<file path="src/rtl/enc_pkg.sv">
// enc_pkg
// Shared types and helpers for the quadrature encoder counter.
//   DIR_FWD / DIR_REV : values carried on o_WhlDir
//   ENC_CNT_W         : width of the tick counter
//   enc_ab_t          : 2-bit quadrature state {A,B}
//   enc_tr_e          : classification of a prev->cur state change
//   enc_decode()      : classifies a state change
package enc_pkg;

  localparam logic DIR_FWD   = 1'b1;
  localparam logic DIR_REV   = 1'b0;
  localparam int   ENC_CNT_W = 24;

  typedef logic [1:0] enc_ab_t;

  typedef enum logic [1:0] {
    NONE,
    FWD,
    REV,
    ILLEGAL
  } enc_tr_e;

  // Position of a state on the forward cycle 00->01->11->10 (Gray to binary).
  function automatic logic [1:0] enc_phase(input enc_ab_t ab);
    return {ab[1], ab[1] ^ ab[0]};
  endfunction

  function automatic enc_tr_e enc_decode(input enc_ab_t prev, input enc_ab_t cur);
    enc_tr_e tr;
    if (prev == cur) begin
      tr = NONE;
    end else if ((prev ^ cur) == 2'b11) begin
      tr = ILLEGAL;
    end else if (enc_phase(cur) == enc_phase(prev) + 2'd1) begin
      tr = FWD;
    end else begin
      tr = REV;
    end
    return tr;
  endfunction

endpackage

</file>
<file path="src/rtl/enc_input_filter.sv">
// enc_input_filter
// Two-flop synchronizer for one encoder channel, optionally followed by a
// stable-level filter (compiled in with ENC_GLITCH_FILTER_EN).
//   i_Clock  : master clock
//   i_Rst_n  : async active-low reset
//   i_pin    : raw asynchronous encoder pin
//   o_level  : synchronized (and filtered) level
//   o_valid  : o_level reflects a real pin sample, not the reset value
module enc_input_filter #(
  parameter int unsigned FILT_LEN = 3
) (
  input  logic i_Clock,
  input  logic i_Rst_n,
  input  logic i_pin,
  output logic o_level,
  output logic o_valid
);

  if (FILT_LEN < 1 || FILT_LEN > 15) begin : g_bad_filt_len
    $error("enc_input_filter: FILT_LEN must be 1..15");
  end

  logic sync1_q, sync2_q;
  logic vld1_q, vld2_q;

  always_ff @(posedge i_Clock or negedge i_Rst_n) begin
    if (!i_Rst_n) begin
      sync1_q <= 1'b0;
      sync2_q <= 1'b0;
      vld1_q  <= 1'b0;
      vld2_q  <= 1'b0;
    end else begin
      sync1_q <= i_pin;
      sync2_q <= sync1_q;
      vld1_q  <= 1'b1;
      vld2_q  <= vld1_q;
    end
  end

`ifdef ENC_GLITCH_FILTER_EN
  localparam logic [3:0] LEN = 4'(FILT_LEN);

  logic       filt_q, filt_d;
  logic [3:0] cnt_q, cnt_d;
  logic [3:0] rem;
  logic       settled_q, settled_d;

  // cnt_q counts down the samples still needed; 0 means "idle", so the first
  // differing sample starts from the full length.
  always_comb begin
    filt_d    = filt_q;
    cnt_d     = 4'd0;
    rem       = (cnt_q == 4'd0) ? LEN : cnt_q;
    if (sync2_q != filt_q) begin
      if (rem == 4'd1) begin
        filt_d = sync2_q;
      end else begin
        cnt_d = rem - 4'd1;
      end
    end
    settled_d = settled_q | (vld2_q & (sync2_q == filt_q));
  end

  always_ff @(posedge i_Clock or negedge i_Rst_n) begin
    if (!i_Rst_n) begin
      filt_q    <= 1'b0;
      cnt_q     <= 4'd0;
      settled_q <= 1'b0;
    end else begin
      filt_q    <= filt_d;
      cnt_q     <= cnt_d;
      settled_q <= settled_d;
    end
  end

  assign o_level = filt_q;
  assign o_valid = settled_q;
`else
  assign o_level = sync2_q;
  assign o_valid = vld2_q;
`endif

endmodule

</file>
<file path="src/rtl/quad_encoder_cntr.sv">
// quad_encoder_cntr
// x4 quadrature decoder with a 24-bit wrapping tick counter for one wheel.
// Optional glitch filter on A/B: macro ENC_GLITCH_FILTER_EN.
//   i_Clock  : 256 kHz master clock
//   i_Rst_n  : async active-low reset
//   i_EncA/B : raw encoder channels
//   i_Zero   : synchronous clear of count and error flag
//   o_EncCnt : number of valid transitions (magnitude only)
//   o_WhlDir : direction of last valid transition (1 = forward)
//   o_Tick   : one-cycle pulse per counted transition
//   o_Err    : sticky illegal-transition flag
module quad_encoder_cntr
  import enc_pkg::*;
#(
  parameter int unsigned FILT_LEN   = 3,
  parameter logic        DIR_INVERT = 1'b0
) (
  input  logic                 i_Clock,
  input  logic                 i_Rst_n,
  input  logic                 i_EncA,
  input  logic                 i_EncB,
  input  logic                 i_Zero,
  output logic [ENC_CNT_W-1:0] o_EncCnt,
  output logic                 o_WhlDir,
  output logic                 o_Tick,
  output logic                 o_Err
);

  logic    a_lvl, b_lvl, a_vld, b_vld;
  enc_ab_t cur_ab;

  enc_input_filter #(.FILT_LEN(FILT_LEN)) u_filt_a (
    .i_Clock (i_Clock),
    .i_Rst_n (i_Rst_n),
    .i_pin   (i_EncA),
    .o_level (a_lvl),
    .o_valid (a_vld)
  );

  enc_input_filter #(.FILT_LEN(FILT_LEN)) u_filt_b (
    .i_Clock (i_Clock),
    .i_Rst_n (i_Rst_n),
    .i_pin   (i_EncB),
    .o_level (b_lvl),
    .o_valid (b_vld)
  );

  assign cur_ab = {a_lvl, b_lvl};

  enc_ab_t              prev_q, prev_d;
  logic                 primed_q, primed_d;
  logic [ENC_CNT_W-1:0] cnt_q, cnt_d;
  logic                 dir_q, dir_d;
  logic                 tick_q, tick_d;
  logic                 err_q, err_d;
  enc_tr_e              tr;

  always_comb begin
    prev_d   = prev_q;
    primed_d = primed_q;
    cnt_d    = cnt_q;
    dir_d    = dir_q;
    tick_d   = 1'b0;
    err_d    = err_q;
    tr       = enc_decode(prev_q, cur_ab);

    // Until both channels carry a real sample, the pair is just the reset
    // value; priming on it would turn a wheel resting at 11 into an event.
    if (!primed_q) begin
      if (a_vld && b_vld) begin
        prev_d   = cur_ab;
        primed_d = 1'b1;
      end
    end else begin
      prev_d = cur_ab;
      case (tr)
        FWD, REV: begin
          cnt_d  = cnt_q + ENC_CNT_W'(1);
          dir_d  = ((tr == FWD) != DIR_INVERT) ? DIR_FWD : DIR_REV;
          tick_d = 1'b1;
        end
        ILLEGAL: err_d = 1'b1;
        default: ;
      endcase
    end

    // Zero overrides count, tick and error but lets direction track.
    if (i_Zero) begin
      cnt_d  = '0;
      tick_d = 1'b0;
      err_d  = 1'b0;
    end
  end

  always_ff @(posedge i_Clock or negedge i_Rst_n) begin
    if (!i_Rst_n) begin
      prev_q   <= 2'b00;
      primed_q <= 1'b0;
      cnt_q    <= '0;
      dir_q    <= DIR_FWD;
      tick_q   <= 1'b0;
      err_q    <= 1'b0;
    end else begin
      prev_q   <= prev_d;
      primed_q <= primed_d;
      cnt_q    <= cnt_d;
      dir_q    <= dir_d;
      tick_q   <= tick_d;
      err_q    <= err_d;
    end
  end

  assign o_EncCnt = cnt_q;
  assign o_WhlDir = dir_q;
  assign o_Tick   = tick_q;
  assign o_Err    = err_q;

endmodule

</file>
<file path="config.mk">
export PLATFORM = sky130hd
export DESIGN_NAME = quad_encoder_cntr
export DESIGN_NICKNAME = d
export VERILOG_FILES = /design/src/rtl/enc_pkg.sv /design/src/rtl/enc_input_filter.sv /design/src/rtl/quad_encoder_cntr.sv
export SDC_FILE = /design/constraint.sdc
export NUM_CORES = 1
export LEC_CHECK = 0
export CORE_MARGIN = 3
export CORE_UTILIZATION = 51
export CTS_CLUSTER_DIAMETER = 120
export DETAILED_ROUTE_END_ITERATION = 8
export PLACE_DENSITY = 0.88
export REMOVE_ABC_BUFFERS = 1
export SLEW_MARGIN = 20
export SYNTH_ARGS = -nofsm -noshare
export SYNTH_HDL_FRONTEND = slang
export SYNTH_SLANG_ARGS = --single-unit
</file>
<file path="constraint.sdc">
create_clock -name i_Clock -period 2.8 [get_ports i_Clock]
set_input_delay 0.28 -clock i_Clock [delete_from_list [all_inputs] [get_ports i_Clock]]
set_output_delay 0.28 -clock i_Clock [all_outputs]
set_load 0.02 [all_outputs]
</file>
==> results of run 1 <==
==> logic make-up (layout without fill, tap and decap cells) <==
group                    after synthesis  after routing  synth area share
AND/OR/NAND/NOR                       64             64            0.2192
flip-flops                            36             36            0.5357
AO/OA/AOI/OAI                         31             31           0.09955
XOR/XNOR                              13             13           0.06761
buffers and inverters                 13             47           0.04012
adder cells (fa/ha/maj)                3              3           0.02229
multiplexers                           2              2           0.01337
other                                  1              1          0.002227
==> critical path, cell delays in order (launching register included) <==
cell and delay (ns):
dfrtp_1 0.42, xor2_1 0.20, inv_1 0.07, ha_1 0.36, nand4_2 0.13, or4_1 0.62, or4_1 0.54, a21oi_1 0.16
==> layer usage <==
metal | routed length [microns] | GRT usage | up-vias | part of all wire
li1 | - | - | 647 | -
met1 | 1443 | 0.2296 | 648 | 0.42
met2 | 1748 | 0.3220 | 48 | 0.51
met3 | 218 | 0.06061 | 2 | 0.063
met4 | 23 | 0.07278 | 0 | 0.0067
met5 | 0 | 0 | - | 0
==> Yosys cell counts, drive strengths merged (3+ instances only) <==
cell type   n  area (sq um)
a21oi      16         80.08
and4        3         27.53
clkbuf      4         25.02
dfrtp      35         875.8
ha          3         37.54
inv         7         26.28
nand2      10         40.04
nand3       8         40.04
nand4       5         43.79
nor2       12         45.04
nor3        4         20.02
o21ai      11         55.05
o31ai       3         22.52
or3         8         50.05
or4         7         52.55
xnor2       7         61.31
xor2        6         52.55
==> stage by stage <==
step | setup slack, ns | total power [mW]
2_1_floorplan | 0.4050 | 0.6232
3_3_place_gp | 0.3267 | 0.6793
3_5_place_dp | 0.2277 | 0.6846
4_1_cts | 0.2046 | 0.9690
5_1_grt | 0.06912 | 1.012
6_report | 0.2151 | 0.9540
==> where the power goes <==
| part | total, mW | switching, mW | internal (mW) |
|---|---|---|---|
| combinational | 0.114 | 0.0648 | 0.0495 |
| sequential | 0.560 | 0.0191 | 0.541 |
| clock | 0.280 | 0.156 | 0.124 |
| total | 0.954 | 0.240 | 0.714 |
==> final cells by class <==
type,instances,area share
clock buffer,8,0.02835
inverter,7,0.01267
multi-input combinational,114,0.3444
sequential,36,0.4349
tap,44,0.02654
timing repair buffer,32,0.1532
==> path summary, 6_finish.rpt <==
check	endpoint	startpoint	cells past startpoint	slack [ns]
min in group i_Clock	u_filt_b.o_valid	u_filt_b.vld1_q	0	0.36
max in group asynchronous	o_WhlDir	i_Rst_n	2	2.10
hold reg to reg	u_filt_b.o_valid	u_filt_b.vld1_q	0	0.36
setup / recovery	o_EncCnt[21]	u_filt_a.o_level	7	0.22
setup reg to reg	o_EncCnt[21]	u_filt_a.o_level	7	0.22
hold / removal	o_EncCnt[20]	i_Rst_n	2	0.36
==> flow_summary.yaml, run 1 <==
clock_tree:
  numCtsBuffers: 5
  clock_path_buffers: 2
  ctsHoldBuffers: 0
  post_cts_resize_count: 0
  htreeDepth: 2
  clk_pin_slew_ns: 0.10
  clock_latency_ns: 0.33
  cts_tree: "built"
  cts.sinks: 36
  ctsRootBufferMaster: "clkbuf_4"
  post_cts_buffers: 0
timing:
  whs_ns: 0.3592
  finClkSkew_ns: 0.009515
  grt_setup_unrepaired: "no"
  slew_viol_final: 0
  finalSetupViolations: 0
  fmax_ghz: 0.3869
  worst_slew_pin_slew_ns: 0.9687
  hold_viol: 0
  finalCritPeriodShare: 0.9232
  max-slew-margin-rel: 0.3522
  tns_ns: 0
  period_needed_ns: 2.585
layout:
  diodes: 0
  largest_reg_flops: 24
  final_design_area_no_fill_sq_um: 2074
  drive_gt1_frac: 0.07614
  mostFrequentLayoutCell: "dfrtp_1"
  seq_area_sq_um: 902.1
  final_cell_mix: "35 x dfrtp_1, 31 x clkdlybuf4s50_1, 16 x a21oi_1"
  final_nets: 204
  area_growth_pct: 23.18
  final.fill_count: 272
  final_core_utilization: 0.6685
  multi_input_area_sq_um: 714.4
  final_cells: 241
global_routing:
  grt_max_degree: 37
  grt_pass1_vias: 1344
  antenna_found_initial: 0
  grt_first_pass_wirelength_microns: 6030
  grt-ovfl-total: 0
  globalRouteTotalUtil: 0.1921
floorplanning:
  die_h_microns: 63.47
  io-pin-count: 32
  die_w_microns: 63.47
  num_rows: 20
  core_area_sq_um: 3103
  dieArea_sq_um: 4028
  floorplan.initialDensity: 0.5427
route:
  ant_nets: 0
  drt-wirelength-per-cell_microns: 14.25
  drc_errors: 0
  drt_first_pass_iters: 4
  drt_wl_total_microns: 3434
  drt_iter0_drc: 100
  vias_per_cell: 5.581
  vias: 1345
setup_path:
  worstSetupEndpointType: "flop"
  worst-setup-path-type: "flop to flop"
  critical_path_arrival_ns: 2.82
  cp.required_ns: 3.04
  start_kind: "flop"
  crit_fanout: 7
synth:
  ys_types: 32
  yosysWarnings: 0
  ys_seq_elements: 36
  synth_flop_cell: "dfrtp_1"
  syn_avg_cell_area_sq_um: 10.33
  synth_area_sq_um: 1684
  synth-seq-area-share: 0.5357
  synth_cells: 163
  synth_edf_count: 0
  async_flop_share: 1.000
placement:
  place_area_sq_um: 2016
  place_inst: 233
  gp_congestion: 0.8108
  dpl.hpwl_microns: 2469
  portBuffers: 31
min_path:
  min_path_type: "input port to async pin"
pwr:
  p_leak_nw: 0.8122
  power_density_nw_per_um2: 459.9
  ir_drop_v: 0.0003865
outcome:
  outcome: "finished, final reports clean"
run:
  max_cap_violations: 0
Power figures use the tool's default switching activity.
==> inputs of run 2 (changes only) <==
==> constraint.sdc (replaced) <==
create_clock -name i_Clock -period 2.8 [get_ports i_Clock]
set_input_delay 0.7 -clock i_Clock [delete_from_list [all_inputs] [get_ports i_Clock]]
set_output_delay 0.7 -clock i_Clock [all_outputs]
set_load 0.02 [all_outputs]
==> flow_summary.yaml, run 2 (synthesis results as in run 1) <==
clock_tree:
  post_cts_buffers: 0
  cts.sinks: 36
  ctsHoldBuffers: 0
  ctsRootBufferMaster: "clkbuf_4"
  htreeDepth: 2
  clock_latency_ns: 0.33
  clock_path_buffers: 2
  numCtsBuffers: 5
  post_cts_resize_count: 0
  clk_pin_slew_ns: 0.10
  cts_tree: "built"
timing:
  slew_viol_final: 0
  fmax_ghz: 0.3864
  max-slew-margin-rel: 0.6153
  grt_setup_unrepaired: "no"
  hold_viol: 0
  finalCritPeriodShare: 0.9242
  worst_slew_pin_slew_ns: 0.5717
  finClkSkew_ns: 0.01305
  tns_ns: 0
  finalSetupViolations: 0
  period_needed_ns: 2.588
global_routing:
  grt_first_pass_wirelength_microns: 6147
  grt_pass1_vias: 1430
  grt-busiest-layer: "met2"
  grt_util_met3: 0.04635
  globalRouteTotalUtil: 0.1931
  grt-ovfl-total: 0
  grt_use_met1: 0.2201
  use_met2: 0.3338
  antenna_found_initial: 0
  grt_max_degree: 37
setup_path:
  cp.required_ns: 3.06
  r2r_slack_ns: 0.21
  start_kind: "flop"
  worstSetupEndpointType: "flop"
  rr_worst_depth: 7
  r2r-end: "o_EncCnt[21]"
  reg2reg_from: "u_filt_a.o_level"
  crit_fanout: 7
  worst-setup-path-type: "flop to flop"
  critical_path_arrival_ns: 2.85
pwr:
  ir_drop_v: 0.0003266
  power_density_nw_per_um2: 446.2
  p_leak_nw: 0.8125
floorplanning:
  die_w_microns: 63.47
  core_area_sq_um: 3103
  num_rows: 20
  dieArea_sq_um: 4028
  io-pin-count: 32
  floorplan.initialDensity: 0.5427
  die_h_microns: 63.47
outcome:
  outcome: "finished, final reports clean"
route:
  drt_wl_total_microns: 3424
  drt-wirelength-per-cell_microns: 14.21
  vias_per_cell: 5.784
  drt_first_pass_iters: 4
  drt_iter0_drc: 115
  ant_nets: 0
  drc_errors: 0
  vias: 1394
layout:
  drive_gt1_frac: 0.08122
  final.fill_count: 276
  final_cell_mix: "35 x dfrtp_1, 31 x clkdlybuf4s50_1, 16 x a21oi_1"
  diodes: 0
  final_design_area_no_fill_sq_um: 2069
  mostFrequentLayoutCell: "dfrtp_1"
  area_growth_pct: 22.88
  largest_reg_flops: 24
  final_nets: 205
min_path:
  hp-start: "u_filt_a.sync1_q"
  hold_path_end: "u_filt_a.o_level"
  min_path_type: "flop to flop"
  hold_depth: 0
placement:
  portBuffers: 31
  gp_congestion: 0.8214
  dpl.hpwl_microns: 2504
  place_area_sq_um: 2023
run:
  max_cap_violations: 0
[run 2: cell count changes in the layout (fill, tap and decap cells not counted)]
cell / previous run / this run
buf_4: 1 / 2
clkbuf_1: 2 / 1
clkbuf_8: 1 / 0
clkinv_2: 0 / 1
[run 2: power by group]
| group | internal, mW | switching [mW] |
|---|---|---|
| clock | 0.0924 | 0.154 |
| combinational | 0.0504 | 0.0654 |
| sequential | 0.540 | 0.0210 |
| total | 0.683 | 0.240 |
[run 2: worst max-delay path by stage]
stage,from,depth (start not counted),end
6_report,u_filt_a.o_level,7,o_EncCnt[21]
5_1_grt,u_filt_a.o_level,7,o_EncCnt[23]
4_1_cts,u_filt_a.o_level,7,o_EncCnt[21]
3_5_place_dp,u_filt_a.o_level,7,o_EncCnt[21]
3_3_place_gp,u_filt_a.o_level,7,o_EncCnt[23]
2_1_floorplan,u_filt_a.o_level,7,o_EncCnt[23]
[run 2: layer usage]
layer | vias up | part of all wire | wire (microns)
met1 | 692 | 0.39 | 1342
li1 | 645 | - | -
met5 | - | 0 | 0
met2 | 49 | 0.52 | 1783
met3 | 8 | 0.062 | 212
met4 | 0 | 0.025 | 85
[run 2: cell type report]
| class | count | area, sq um | area share |
|---|---|---|---|
| Timing Repair Buffer | 33 | 325.3 | 0.1572 |
| Clock buffer | 6 | 41.29 | 0.01995 |
| Tap cell | 44 | 55.05 | 0.02660 |
| Multi-Input combinational cell | 114 | 714.4 | 0.3452 |
| Sequential cell | 36 | 902.1 | 0.4359 |
| Clock inverter | 1 | 5.005 | 0.002418 |
| Inverter | 7 | 26.28 | 0.01270 |
[run 2: worst max-delay path: stages (launching register included)]
cell     delay [ns]
dfrtp_1        0.42
xor2_1         0.20
inv_1          0.06
ha_1           0.36
nand4_2        0.14
or4_1          0.62
or4_1          0.55
a21oi_1        0.16
[run 2: stage by stage]
stage	hold slack, ns	worst slack (ns)	utilization	power, mW	cells
after floorplan	0.3312	0.4050	-	0.6232	157
after CTS	0.3649	0.1819	0.6669	0.9341	241
after global routing	0.3779	0.06520	0.6669	0.9763	241
after global placement	0.3331	0.3438	0.6520	0.6803	234
after detailed placement	0.3416	0.2132	0.6520	0.6866	234
final	0.3578	0.2122	0.6669	0.9234	241
